--- src/rtl/instr_fetch_unit.sv ---
// Instruction fetch unit: owns the PC, drives the ROM byte address and hands {instr, pc} to decode.
// Optional zero-word trap output instr_illegal is enabled by defining FETCH_ZERO_TRAP_EN.
module instr_fetch_unit #(
  parameter logic [31:0] RESET_PC = 32'h0000_0000,
  parameter int          ADDR_W   = 14
) (
  input  logic              clk,
  input  logic              rst_n,
  input  logic              fetch_en,
  input  logic              redirect_valid,
  input  logic [31:0]       redirect_pc,
  input  logic              instr_ready,
  output logic              instr_valid,
  output logic [31:0]       instr,
  output logic [31:0]       instr_pc,
  output logic              instr_fault,
  output logic              fetch_busy,
  output logic [ADDR_W-1:0] i_addr,
  input  logic [31:0]       rom_data
`ifdef FETCH_ZERO_TRAP_EN
  ,
  output logic              instr_illegal
`endif
);

  localparam logic [2:0] ST_IDLE  = 3'd0;
  localparam logic [2:0] ST_WAIT  = 3'd1;
  localparam logic [2:0] ST_DATA  = 3'd2;
  localparam logic [2:0] ST_VALID = 3'd3;
  localparam logic [2:0] ST_FAULT = 3'd4;

  logic [2:0]        state_r,       state_s;
  logic [31:0]       pc_r,          pc_s;
  logic [ADDR_W-1:0] i_addr_r,      i_addr_s;
  logic [31:0]       instr_r,       instr_s;
  logic [31:0]       instr_pc_r,    instr_pc_s;
  logic              instr_valid_r, instr_valid_s;
  logic              instr_fault_r, instr_fault_s;
  logic              fetch_busy_r,  fetch_busy_s;
  logic [31:0]       pc_inc_s;
`ifdef FETCH_ZERO_TRAP_EN
  logic              illegal_r,     illegal_s;
`endif

  assign pc_inc_s = pc_r + 32'd4;

  // Next-state and next-output logic; a redirect pre-empts everything the FSM would otherwise do.
  always_comb begin
    state_s       = state_r;
    pc_s          = pc_r;
    i_addr_s      = i_addr_r;
    instr_s       = instr_r;
    instr_pc_s    = instr_pc_r;
    instr_valid_s = instr_valid_r;
    instr_fault_s = instr_fault_r;
`ifdef FETCH_ZERO_TRAP_EN
    illegal_s     = illegal_r;
`endif
    if (redirect_valid) begin
      instr_valid_s = 1'b0;
      pc_s          = redirect_pc;
`ifdef FETCH_ZERO_TRAP_EN
      illegal_s     = 1'b0;
`endif
      if (redirect_pc[1:0] == 2'b00) begin
        instr_fault_s = 1'b0;
        state_s       = ST_IDLE;
      end else begin
        instr_fault_s = 1'b1;
        instr_pc_s    = redirect_pc;
        state_s       = ST_FAULT;
      end
    end else begin
      case (state_r)
        ST_IDLE: begin
          if (fetch_en) begin
            i_addr_s = pc_r[ADDR_W-1:0];
            state_s  = ST_WAIT;
          end else begin
            state_s  = ST_IDLE;
          end
        end
        ST_WAIT: begin
          state_s = ST_DATA;
        end
        ST_DATA: begin
          instr_s       = rom_data;
          instr_pc_s    = pc_r;
          instr_valid_s = 1'b1;
`ifdef FETCH_ZERO_TRAP_EN
          illegal_s     = (rom_data == 32'h0000_0000);
`endif
          state_s       = ST_VALID;
        end
        ST_VALID: begin
          if (instr_ready) begin
            pc_s          = pc_inc_s;
            instr_valid_s = 1'b0;
`ifdef FETCH_ZERO_TRAP_EN
            illegal_s     = 1'b0;
`endif
            if (fetch_en) begin
              i_addr_s = pc_inc_s[ADDR_W-1:0];
              state_s  = ST_WAIT;
            end else begin
              state_s  = ST_IDLE;
            end
          end else begin
            state_s = ST_VALID;
          end
        end
        ST_FAULT: begin
          state_s = ST_FAULT;
        end
        default: begin
          state_s       = ST_IDLE;
          instr_valid_s = 1'b0;
        end
      endcase
    end
    fetch_busy_s = (state_s == ST_WAIT) || (state_s == ST_DATA);
  end

  // State and output registers with synchronous active-low reset.
  always_ff @(posedge clk) begin
    if (!rst_n) begin
      state_r       <= ST_IDLE;
      pc_r          <= RESET_PC;
      i_addr_r      <= {ADDR_W{1'b0}};
      instr_r       <= 32'h0000_0000;
      instr_pc_r    <= 32'h0000_0000;
      instr_valid_r <= 1'b0;
      instr_fault_r <= 1'b0;
      fetch_busy_r  <= 1'b0;
`ifdef FETCH_ZERO_TRAP_EN
      illegal_r     <= 1'b0;
`endif
    end else begin
      state_r       <= state_s;
      pc_r          <= pc_s;
      i_addr_r      <= i_addr_s;
      instr_r       <= instr_s;
      instr_pc_r    <= instr_pc_s;
      instr_valid_r <= instr_valid_s;
      instr_fault_r <= instr_fault_s;
      fetch_busy_r  <= fetch_busy_s;
`ifdef FETCH_ZERO_TRAP_EN
      illegal_r     <= illegal_s;
`endif
    end
  end

  assign instr_valid = instr_valid_r;
  assign instr       = instr_r;
  assign instr_pc    = instr_pc_r;
  assign instr_fault = instr_fault_r;
  assign fetch_busy  = fetch_busy_r;
  assign i_addr      = i_addr_r;
`ifdef FETCH_ZERO_TRAP_EN
  assign instr_illegal = illegal_r;
`endif

endmodule
--- config.mk ---
export PLATFORM = sky130hd
export DESIGN_NAME = instr_fetch_unit
export DESIGN_NICKNAME = d
export VERILOG_FILES = /design/src/rtl/instr_fetch_unit.sv
export SDC_FILE = /design/constraint.sdc
export NUM_CORES = 1
export LEC_CHECK = 0
export CAP_MARGIN = 20
export CELL_PAD_IN_SITES_DETAIL_PLACEMENT = 2
export CELL_PAD_IN_SITES_GLOBAL_PLACEMENT = 2
export CORE_MARGIN = 1
export CORE_UTILIZATION = 28
export CTS_CLUSTER_SIZE = 28
export DETAILED_ROUTE_END_ITERATION = 12
export GPL_ROUTABILITY_DRIVEN = 0
export GPL_TIMING_DRIVEN = 0
export PLACE_DENSITY_LB_ADDON = 0.1
export SLEW_MARGIN = 20
export SYNTH_ARGS = -nofsm -noshare
export SYNTH_HDL_FRONTEND = slang
export SYNTH_SLANG_ARGS = --single-unit
--- constraint.sdc ---
create_clock -name clk -period 2.15 [get_ports clk]
set_input_delay 0.5375 -clock clk [delete_from_list [all_inputs] [get_ports clk]]
set_output_delay 0.5375 -clock clk [all_outputs]
set_load 0.05 [all_outputs]
==> results.json <==
{
  "fin_util_pct": 41.1,
  "worstPathArrival_ns": 1.60,
  "min_period_over_period_pct": 99.2,
  "rows": 50,
  "worstMarginPinSlew_ns": 0.820,
  "crit_cells": 1,
  "dieHeight_microns": 140,
  "drcViolationCount": 0,
  "ys_ff_latch": 116,
  "criticalPathCategory": "flop to primary output",
  "hpwlAfterDp_microns": 15300,
  "pwr-share-clk_pct": 44.1,
  "placed_area_sq_mm": 0.00710,
  "r2r_cells": 6,
  "max_freq_mhz": 469,
  "worstSetupStartpointType": "flop",
  "cp_top_family": "buffers and inverters",
  "num_vias": 5351,
  "firstDrtPassIters": 4,
  "area_growth_pct": 44.5,
  "ys_seq_area_share_pct": 43.6,
  "crit_path_max_fanout": 2,
  "die_area_sq_mm": 0.0196,
  "cts_made_buffers": 17,
  "path_buf_inv": 1,
  "initial_core_util_pct": 28.5,
  "cell_internal_pwr_mw": 4.26,
  "wl_microns": 20900,
  "clock_latency_ns": 0.41,
  "antenna_found_initial": 0,
  "critPathRequiredTime_ns": 1.61,
  "drive_gt1_share_pct": 11.8,
  "clockBufferDepth": 2,
  "post_drt_wl_per_cell_microns": 20.2,
  "grt_pass1_wl_microns": 33100,
  "seqCellArea_sq_mm": 0.00232,
  "synth_edf_count": 0,
  "drt_iter0_markers": 176,
  "nFillCells": 2064,
  "setup_viol": 0,
  "slew_headroom_pct": 45.3,
  "multi_input_area_sq_mm": 0.00274,
  "synth_flop_cell": "dfxtp_1",
  "final_cells": 1034,
  "dp_worst_setup_slack_ns": -0.664,
  "grt-ovfl-total": 0,
  "critPathSlowestCell": "clkdlybuf4s50_1",
  "place_inst": 1001,
  "async_flop_share_pct": 0,
  "coreArea_sq_mm": 0.0187,
  "switchingPower_mw": 1.69,
  "routed_via_density": 5.18,
  "total_power_mw": 5.95,
  "outcome": "complete, no violations",
  "fin_area_sq_mm": 0.00770,
  "power_density_mw_per_mm2": 773,
  "yosysTopAreaCell": "dfxtp_1",
  "synth_top_area_share_pct": 43.6,
  "end_kind": "primary output",
  "power_frac_seq_pct": 39.5,
  "final_hold_viol_count": 0,
  "total_leakage_power_nw": 3.02,
  "ios": 150,
  "skew_ns": 0.00875,
  "p_sw_share_pct": 28.4,
  "syn_nets": 689,
  "cts_tree": "yes",
  "clkSlewWorstSetupHoldPaths_ns": 0.05,
  "hp-class": "flop to flop",
  "synthTopCellsByArea": "dfxtp_1, nand2_1, a21oi_1",
  "clock-sinks": 116,
  "synth_area_sq_mm": 0.00533,
  "final_common_cell": "clkdlybuf4s50_1",
  "fin_ws_ns": 0.0172,
  "peakVddDrop_uv": 530,
  "slowest_delay_ns": 0.85,
  "period_minus_slack_ns": 2.13,
  "avgSynthCellArea_sq_um": 8.60,
  "cts_hold_buf": 0,
  "path_cells": "clkdlybuf4s50_1",
  "grt_pass1_vias": 5896,
  "numPortBuffers": 148,
  "synthCells": 619,
  "cap_violations": 0,
  "diodes": 0,
  "slew_viol_final": 0,
  "grt_max_degree": 17,
  "synth_cell_type_count": 66,
  "synth_warnings": 0,
  "die_w_microns": 140,
  "grt_util_all_layers_pct": 21.9,
  "fin_nets": 857,
  "p_comb_share_pct": 16.4,
  "final.setup.tns_ns": 0,
  "whs_ns": 0.454,
  "drtAntennaViolNets": 0,
  "rsz0062_at_grt": "true",
  "cts_root_buf": "clkbuf_16",
  "whs_path_depth": 2,
  "layout_common_cells": "clkdlybuf4s50_1, dfxtp_1, nand2_1, nor2_1, a21oi_1",
  "htree_levels": 4
}
==> logic make-up after synthesis <==
logic type | Yosys count | share of synthesized area, %
xor gates and xnor gates | 22 | 3.62
and+or+nand+nor | 248 | 22.6
buffers and inverters | 58 | 5.19
adders and majority gates | 1 | 0.235
AOI/OAI and AO/OA | 150 | 20.0
muxes | 24 | 4.70
DFF | 116 | 43.6
==> power by group through the flow <==
stage               sequential, mW  combinational [mW]  clock (mW)
detailed placement            2.39               0.977           0
CTS                           2.35               0.983        2.67
global route                  2.36                1.03        2.78
global placement              2.39               0.957           0
floorplan                     2.61               0.334           0
finish                        2.35               0.975        2.62
==> worst paths after layout <==
kind	from	to	slack [ns]
max reg2reg	pc_r[3]$_SDFFE_PN0P_	pc_r[30]$_SDFFE_PN0P_	0.18
max	instr_pc[0]$_SDFFE_PN0P_	instr_pc[0]	0.02
min	instr[5]$_SDFFE_PN0P_	instr[5]$_SDFFE_PN0P_	0.45
min reg2reg	instr[5]$_SDFFE_PN0P_	instr[5]$_SDFFE_PN0P_	0.45
==> Yosys cell counts (all sizes together) (2+ instances only) <==
library cell	instances
xnor2	16
or3	3
a211o	2
o211ai	3
mux2i	19
clkbuf	21
nor3	9
a21boi	6
and3	4
xor2	6
o21ai	19
and4	5
dfxtp	116
mux2	5
inv	8
buf	29
o211a	2
o21a	3
nand4b	2
and2	2
nand3	12
a21oi	55
nor3b	2
a31oi	3
nand2	109
a311oi	11
nand4	18
nor2	72
nand2b	2
a211oi	36
nor4	4
==> per-layer routing <==
layer,up-vias,share of wire (%),GRT usage (%)
met5,-,0,0
met4,0,1.6,7.17
met3,26,3.7,3.66
met2,148,48,37.4
met1,2656,47,28.0
li1,2521,-,-
==> flip-flops by register name, indices dropped and copies added, names as in the netlist <==
signal and cells:
pc_r 32, instr 32, instr_pc 32, fetch_busy 1, state_r 3, instr_valid 1, i_addr 14, instr_fault 1
==> final cells by class <==
type | instances | area share (%)
plain buffers | 50 | 3.25
clock buffers | 29 | 6.76
multi-input cells | 445 | 35.6
flip-flops and latches | 116 | 30.2
inverters | 8 | 0.390
clock inverters | 3 | 0.228
repair buffers | 149 | 19.8
well taps | 234 | 3.80
==> what timing repair did <==
item | 4_1_cts | 5_1_grt
resized for setup | 7 | 21
buffers inserted | 0 | 1
endpoints found under the setup margin | 15 | 29
pin swaps | 0 | 1
gates cloned | 0 | 0
No activity file was read; power rests on OpenSTA's default activity.
